===== src/rtl/dm_arb_pkg.sv =====
// Shared types and constants for the data-memory arbiter.
// The bus-lock feature is compiled in with the DM_ARB_LOCK_EN macro.
package dm_arb_pkg;

    typedef enum logic {
        ARB    = 1'b0,
        LOCKED = 1'b1
    } arb_state_t;

    localparam int DM_AW   = 8;
    localparam int DM_DW   = 8;
    localparam int MAX_REQ = 4;

endpackage


===== src/rtl/rr_picker.sv =====
// Combinational round-robin picker: first set request at or above rr_ptr,
// wrapping modulo N. Output pick is one-hot; any flags a valid pick.
module rr_picker #(
    parameter int N  = 2,
    parameter int PW = (N > 1) ? $clog2(N) : 1
) (
    input  logic [N-1:0]  req,
    input  logic [PW-1:0] rr_ptr,
    output logic [N-1:0]  pick,
    output logic          any
);

    logic [PW:0]   sum;
    logic [PW-1:0] idx;

    always_comb begin
        pick = '0;
        any  = 1'b0;
        sum  = '0;
        idx  = '0;
        for (int k = 0; k < N; k++) begin
            sum = {1'b0, rr_ptr} + (PW+1)'(k);
            if (sum >= (PW+1)'(N)) begin
                sum = sum - (PW+1)'(N);
            end
            idx = sum[PW-1:0];
            if (!any && req[idx]) begin
                pick[idx] = 1'b1;
                any       = 1'b1;
            end
        end
    end

endmodule


===== src/rtl/dm_arbiter.sv =====
// Round-robin arbiter sharing one single-port DM among NUM_REQ requesters.
// Define DM_ARB_LOCK_EN to enable the bus-lock (atomic RMW) feature.
module dm_arbiter
    import dm_arb_pkg::*;
#(
    parameter int NUM_REQ = 2,
    parameter int AW      = DM_AW,
    parameter int DW      = DM_DW
) (
    input  logic                  Clk,
    input  logic                  Reset,
    input  logic [NUM_REQ-1:0]    req,
    input  logic [NUM_REQ-1:0]    we,
    input  logic [NUM_REQ*AW-1:0] addr,
    input  logic [NUM_REQ*DW-1:0] wdata,
    input  logic [NUM_REQ-1:0]    lock,
    input  logic                  quiesce,
    output logic [NUM_REQ-1:0]    gnt,
    output logic [NUM_REQ-1:0]    rvalid,
    output logic [DW-1:0]         rdata,
    output logic                  idle,
    output logic                  mem_en,
    output logic                  mem_we,
    output logic [AW-1:0]         mem_addr,
    output logic [DW-1:0]         mem_wdata,
    input  logic [DW-1:0]         mem_rdata
);

    localparam int PW = (NUM_REQ > 1) ? $clog2(NUM_REQ) : 1;

    arb_state_t        state_q, state_d;
    logic [PW-1:0]     owner_q, owner_d;
    logic [PW-1:0]     rr_ptr_q, rr_ptr_d;
    logic [PW-1:0]     tag_q, tag_d;
    logic              tag_v_q, tag_v_d;
    logic              idle_q, idle_d;

    logic [NUM_REQ-1:0] elig;
    logic [NUM_REQ-1:0] pick;
    logic               any;
    logic [PW-1:0]      win_idx;

    // Reset gates the combinational grant path so outputs sit at reset values.
    always_comb begin
        elig = req;
        if (state_q == LOCKED) begin
            elig = req & (NUM_REQ'(1) << owner_q);
        end
        if (!Reset || quiesce) begin
            elig = '0;
        end
    end

    rr_picker #(
        .N  (NUM_REQ),
        .PW (PW)
    ) u_picker (
        .req    (elig),
        .rr_ptr (rr_ptr_q),
        .pick   (pick),
        .any    (any)
    );

    always_comb begin
        win_idx   = '0;
        mem_we    = 1'b0;
        mem_addr  = '0;
        mem_wdata = '0;
        for (int i = 0; i < NUM_REQ; i++) begin
            if (pick[i]) begin
                win_idx   = PW'(i);
                mem_we    = we[i];
                mem_addr  = addr[i*AW +: AW];
                mem_wdata = wdata[i*DW +: DW];
            end
        end
    end

    assign gnt    = pick;
    assign mem_en = any;

    always_comb begin
        state_d  = state_q;
        owner_d  = owner_q;
        rr_ptr_d = rr_ptr_q;
        tag_d    = tag_q;
        tag_v_d  = any && !mem_we;
        if (any && !mem_we) begin
            tag_d = win_idx;
        end
        case (state_q)
            ARB: begin
                if (any) begin
                    rr_ptr_d = (win_idx == PW'(NUM_REQ-1)) ? '0 : win_idx + PW'(1);
`ifdef DM_ARB_LOCK_EN
                    if (lock[win_idx]) begin
                        state_d = LOCKED;
                        owner_d = win_idx;
                    end
`endif
                end
            end
            LOCKED: begin
                if (!lock[owner_q] && !req[owner_q]) begin
                    state_d = ARB;
                end
            end
            default: state_d = ARB;
        endcase
        idle_d = !tag_v_d && (state_d == ARB);
    end

    always_ff @(posedge Clk or negedge Reset) begin
        if (!Reset) begin
            state_q  <= ARB;
            owner_q  <= '0;
            rr_ptr_q <= '0;
            tag_q    <= '0;
            tag_v_q  <= 1'b0;
            idle_q   <= 1'b1;
        end else begin
            state_q  <= state_d;
            owner_q  <= owner_d;
            rr_ptr_q <= rr_ptr_d;
            tag_q    <= tag_d;
            tag_v_q  <= tag_v_d;
            idle_q   <= idle_d;
        end
    end

    // DM read data is already registered in the macro; only the tag is ours.
    assign rvalid = tag_v_q ? (NUM_REQ'(1) << tag_q) : '0;
    assign rdata  = tag_v_q ? mem_rdata : '0;
    assign idle   = idle_q;

endmodule


===== config.mk =====
export PLATFORM = sky130hd
export DESIGN_NAME = dm_arbiter
export DESIGN_NICKNAME = d
export VERILOG_FILES = /design/src/rtl/dm_arb_pkg.sv /design/src/rtl/rr_picker.sv /design/src/rtl/dm_arbiter.sv
export SDC_FILE = /design/constraint.sdc
export NUM_CORES = 1
export LEC_CHECK = 0
export BUFFER_PORTS_ARGS = -buffer_cell sky130_fd_sc_hd__buf_2
export CAP_MARGIN = 40
export CORE_MARGIN = 10
export CORE_UTILIZATION = 28
export CTS_CLUSTER_DIAMETER = 50
export DETAILED_ROUTE_END_ITERATION = 8
export GPL_ROUTABILITY_DRIVEN = 0
export HOLD_SLACK_MARGIN = 0.15
export PLACE_DENSITY = 0.79
export SYNTH_ARGS = -nofsm -noshare
export SYNTH_HDL_FRONTEND = slang
export SYNTH_SLANG_ARGS = --single-unit

===== constraint.sdc =====
create_clock -name Clk -period 1.6 [get_ports Clk]
set_input_delay 0.24 -clock Clk [delete_from_list [all_inputs] [get_ports Clk]]
set_output_delay 0.24 -clock Clk [all_outputs]
set_load 0.03 [all_outputs]

==> impl_results.rst <==
.. list-table::
   :header-rows: 1

   * - Metric
     - Value
   * - Status
     - finished with violations
   * - Violated checks
     - negative setup slack
   * - # setup viols final
     - 17
   * - Crit share post-route
     - 104%
   * - Clock latency reported for the late side of the worst-skew pair
     - 240 ps
   * - Post-placement worst setup slack
     - 92.7 ps
   * - Share of flip-flops with an asynchronous set or reset after synthesis
     - 100%
   * - Overall overflow remaining after global route
     - 0
   * - Global-route met1 utilization
     - 11.9%
   * - Met3 global-route usage
     - 3.94%
   * - Worst hold slack
     - 224 ps
   * - Critical path required time
     - 1360 ps
   * - Least-Margin Pin Slew
     - 283 ps
   * - DRC violations left
     - 0
   * - Number of cells traversed by the worst hold path
     - 2
   * - Sort of element at the start of the critical path
     - flop
   * - Number of clock buffers inserted by TritonCTS
     - 3
   * - Final count of pins violating max slew
     - 0
   * - Crit path setup slack, layout
     - -60.3 ps
   * - Clock Pin Slew Worst Setup and Hold Paths
     - 50 ps
   * - Maximum number of pins on one net before global-route repair
     - 12
   * - Total power density per cell area
     - 529 mW/mm2
   * - Met2 global-route usage
     - 25.5%
   * - Register bit total from synthesis
     - 5
   * - Count of flip-flops with a built-in enable after synthesis
     - 0
   * - Count of maximum capacitance violations
     - 0
   * - Post-Syn Area per Cell
     - 9.73 um2
   * - Data arrival, critical path
     - 1420 ps
   * - Synth-to-layout area growth
     - 117%
   * - Largest area contributor in the synthesized netlist
     - a22o_1
   * - Achievable Freq
     - 602 MHz
   * - Total Die Area
     - 0.00396 mm2
   * - Start point of the critical path
     - state_q
   * - Number of buffers on the longest clock path
     - 2
   * - Starting density of the core
     - 29.5%
   * - Depth of the worst register-to-register path
     - 6
   * - Top cell types by occurrence after synthesis
     - a22o_1, and2_1, dfrtp_1
   * - Worst VDD drop
     - 488 uV
   * - Pre-antenna DRT Iters
     - 4
   * - Number of sinks handled by clock tree synthesis
     - 5
   * - Final critical path time including I/O delays and setup
     - 1660 ps
   * - Aggregate routed wire length
     - 2660 um
   * - Type of destination of the critical path
     - primary output
   * - Detailed Route Iter0 Violations
     - 37
   * - Clock tree skew after final layout
     - 5.77 ps
   * - First-pass GRT wire length
     - 4170 um
   * - Combined global-route utilization of all metal layers
     - 12.7%
   * - Synthesized net count
     - 102
   * - Count of antenna-violating nets left after detailed routing
     - 0
   * - Final-report hold violation count
     - 0
   * - CTS tree
     - yes
   * - Vias per std cell
     - 4.66
   * - Launch instance of the worst register-to-register path
     - state_q
   * - Startpoint of the most critical hold path
     - lock[0]
   * - CTS HTree Levels
     - 1
   * - ANT cells
     - 0
   * - Net count, final
     - 189
   * - Proportion of synthesized chip area in sequential cells
     - 24.5%
   * - Worst hold path class
     - in2reg
   * - Cell types occupying the most area after synthesis
     - a22o_1, dfrtp_1, and2_1, a221oi_4, dfstp_2
   * - Setup repair after global routing missed its margin
     - yes
   * - Area share of the largest cell type after synthesis
     - 28.9%
   * - Syn Inst Count
     - 53
   * - Top_reg_cell synth
     - dfrtp_1
   * - Design Area, Final
     - 0.00112 mm2
   * - Core Area
     - 0.00175 mm2
   * - Grt peak-use layer
     - met2
   * - Placed Cells
     - 155
   * - Wire length per cell after detailed routing
     - 16.2 um
   * - Number of core rows
     - 15
   * - Dominant cell by count in the synthesized netlist
     - a22o_1
   * - Num ports
     - 80
   * - Critical path type
     - reg2out
   * - Area after DPL
     - 927 um2
   * - Tightest slew margin relative to the limit
     - 81.0%
   * - Yosys Warn Count
     - 0
   * - Largest driver fanout on the critical path
     - 10
   * - Routed vias
     - 764
   * - Post-synthesis instance area
     - 515 um2
   * - Antenna violations before repair
     - 0
   * - DP HPWL
     - 2170 um
   * - Pleak
     - 0.627 nW
   * - Layout Utilization
     - 64.1%
   * - Distinct cells, synth
     - 21
   * - Number of buffers inserted by port buffering
     - 78
   * - Width of the die
     - 62.9 um
   * - Proportion of layout cells with a drive suffix above 1
     - 67.6%
   * - Buffer type at the clock tree root
     - clkbuf_4
   * - Die boundary height
     - 62.9 um
   * - Non-filler cells, final
     - 164
   * - Number of global-route vias before repair
     - 803
registers in the layout, summed over array words and instances (netlist names):
register  cells
idle          1
rr_ptr_q      1
tag_q         1
state_q       1
tag_v_q       1
worst paths after layout:
| kind | end | slack, ps |
|---|---|---|
| setup reg to reg | tag_q | 160 |
| setup / recovery | mem_addr[3] | -60 |
| min in group asynchronous | state_q | 450 |
| hold reg to reg | tag_q | 520 |
| hold / removal | state_q | 220 |
| max in group asynchronous | idle | 950 |
through the flow:
stage | TNS, ps | power, mW
2_1_floorplan | 0 | 0.298
3_3_place_gp | 0 | 0.399
3_5_place_dp | 0 | 0.406
4_1_cts | -971 | 0.597
5_1_grt | -1880 | 0.629
6_report | -795 | 0.591
layout make-up:
cell class / instances / area (um2)
multi-input cells: 43 / 364
clock buffers: 4 / 26.3
well taps: 25 / 31.3
flip-flops and latches: 5 / 126
fillers: 143 / 627
inverters: 1 / 3.75
repair buffers: 86 / 567
worst max-delay path, cell delays in order (launching register included):
cell	delay, ps
dfrtp_1	400
nor2b_4	180
a21oi_4	80
buf_6	140
a22o_1	240
buf_6	140
metal layers:
metal	wire length [um]	up-vias
li1	-	376
met1	929	357
met2	1560	29
met3	164	2
met4	4	0
met5	0	-
cells by family after synthesis:
kind of cell	synth area share (%)
compound gates	44.7
simple gates	22.3
buf+inv	8.49
flops	24.5
placed cells by master (no fill, tap or decap):
cell,instances
nor2b_4,1
o21ba_1,1
o21ai_1,1
buf_6,19
and3_4,2
and2_1,9
clkbuf_4,3
inv_1,1
nor2b_1,2
a21oi_4,1
dfstp_2,1
buf_4,5
dfrtp_1,4
clkbuf_1,1
nand3b_1,1
a211oi_1,1
dlygate4sd3_1,1
buf_2,61
a211o_1,1
nand2b_1,1
a22o_1,17
o21a_1,2
nor2_1,2
a221oi_4,1
where the power goes:
group | internal [mW] | switching, mW
registers | 0.139 | 0.0106
logic | 0.142 | 0.154
clock network | 0.0942 | 0.0510
total | 0.375 | 0.216
what timing repair did:
action	in CTS	in global routing
gates resized for setup	37	1
setup buffers	2	1
hold buffers	1	0
pin swaps	2	7
setup endpoints to repair	18	18
gates cloned	1	0
hold endpoints to repair	5	0
Note: power is estimated with default switching activity, not from simulation.
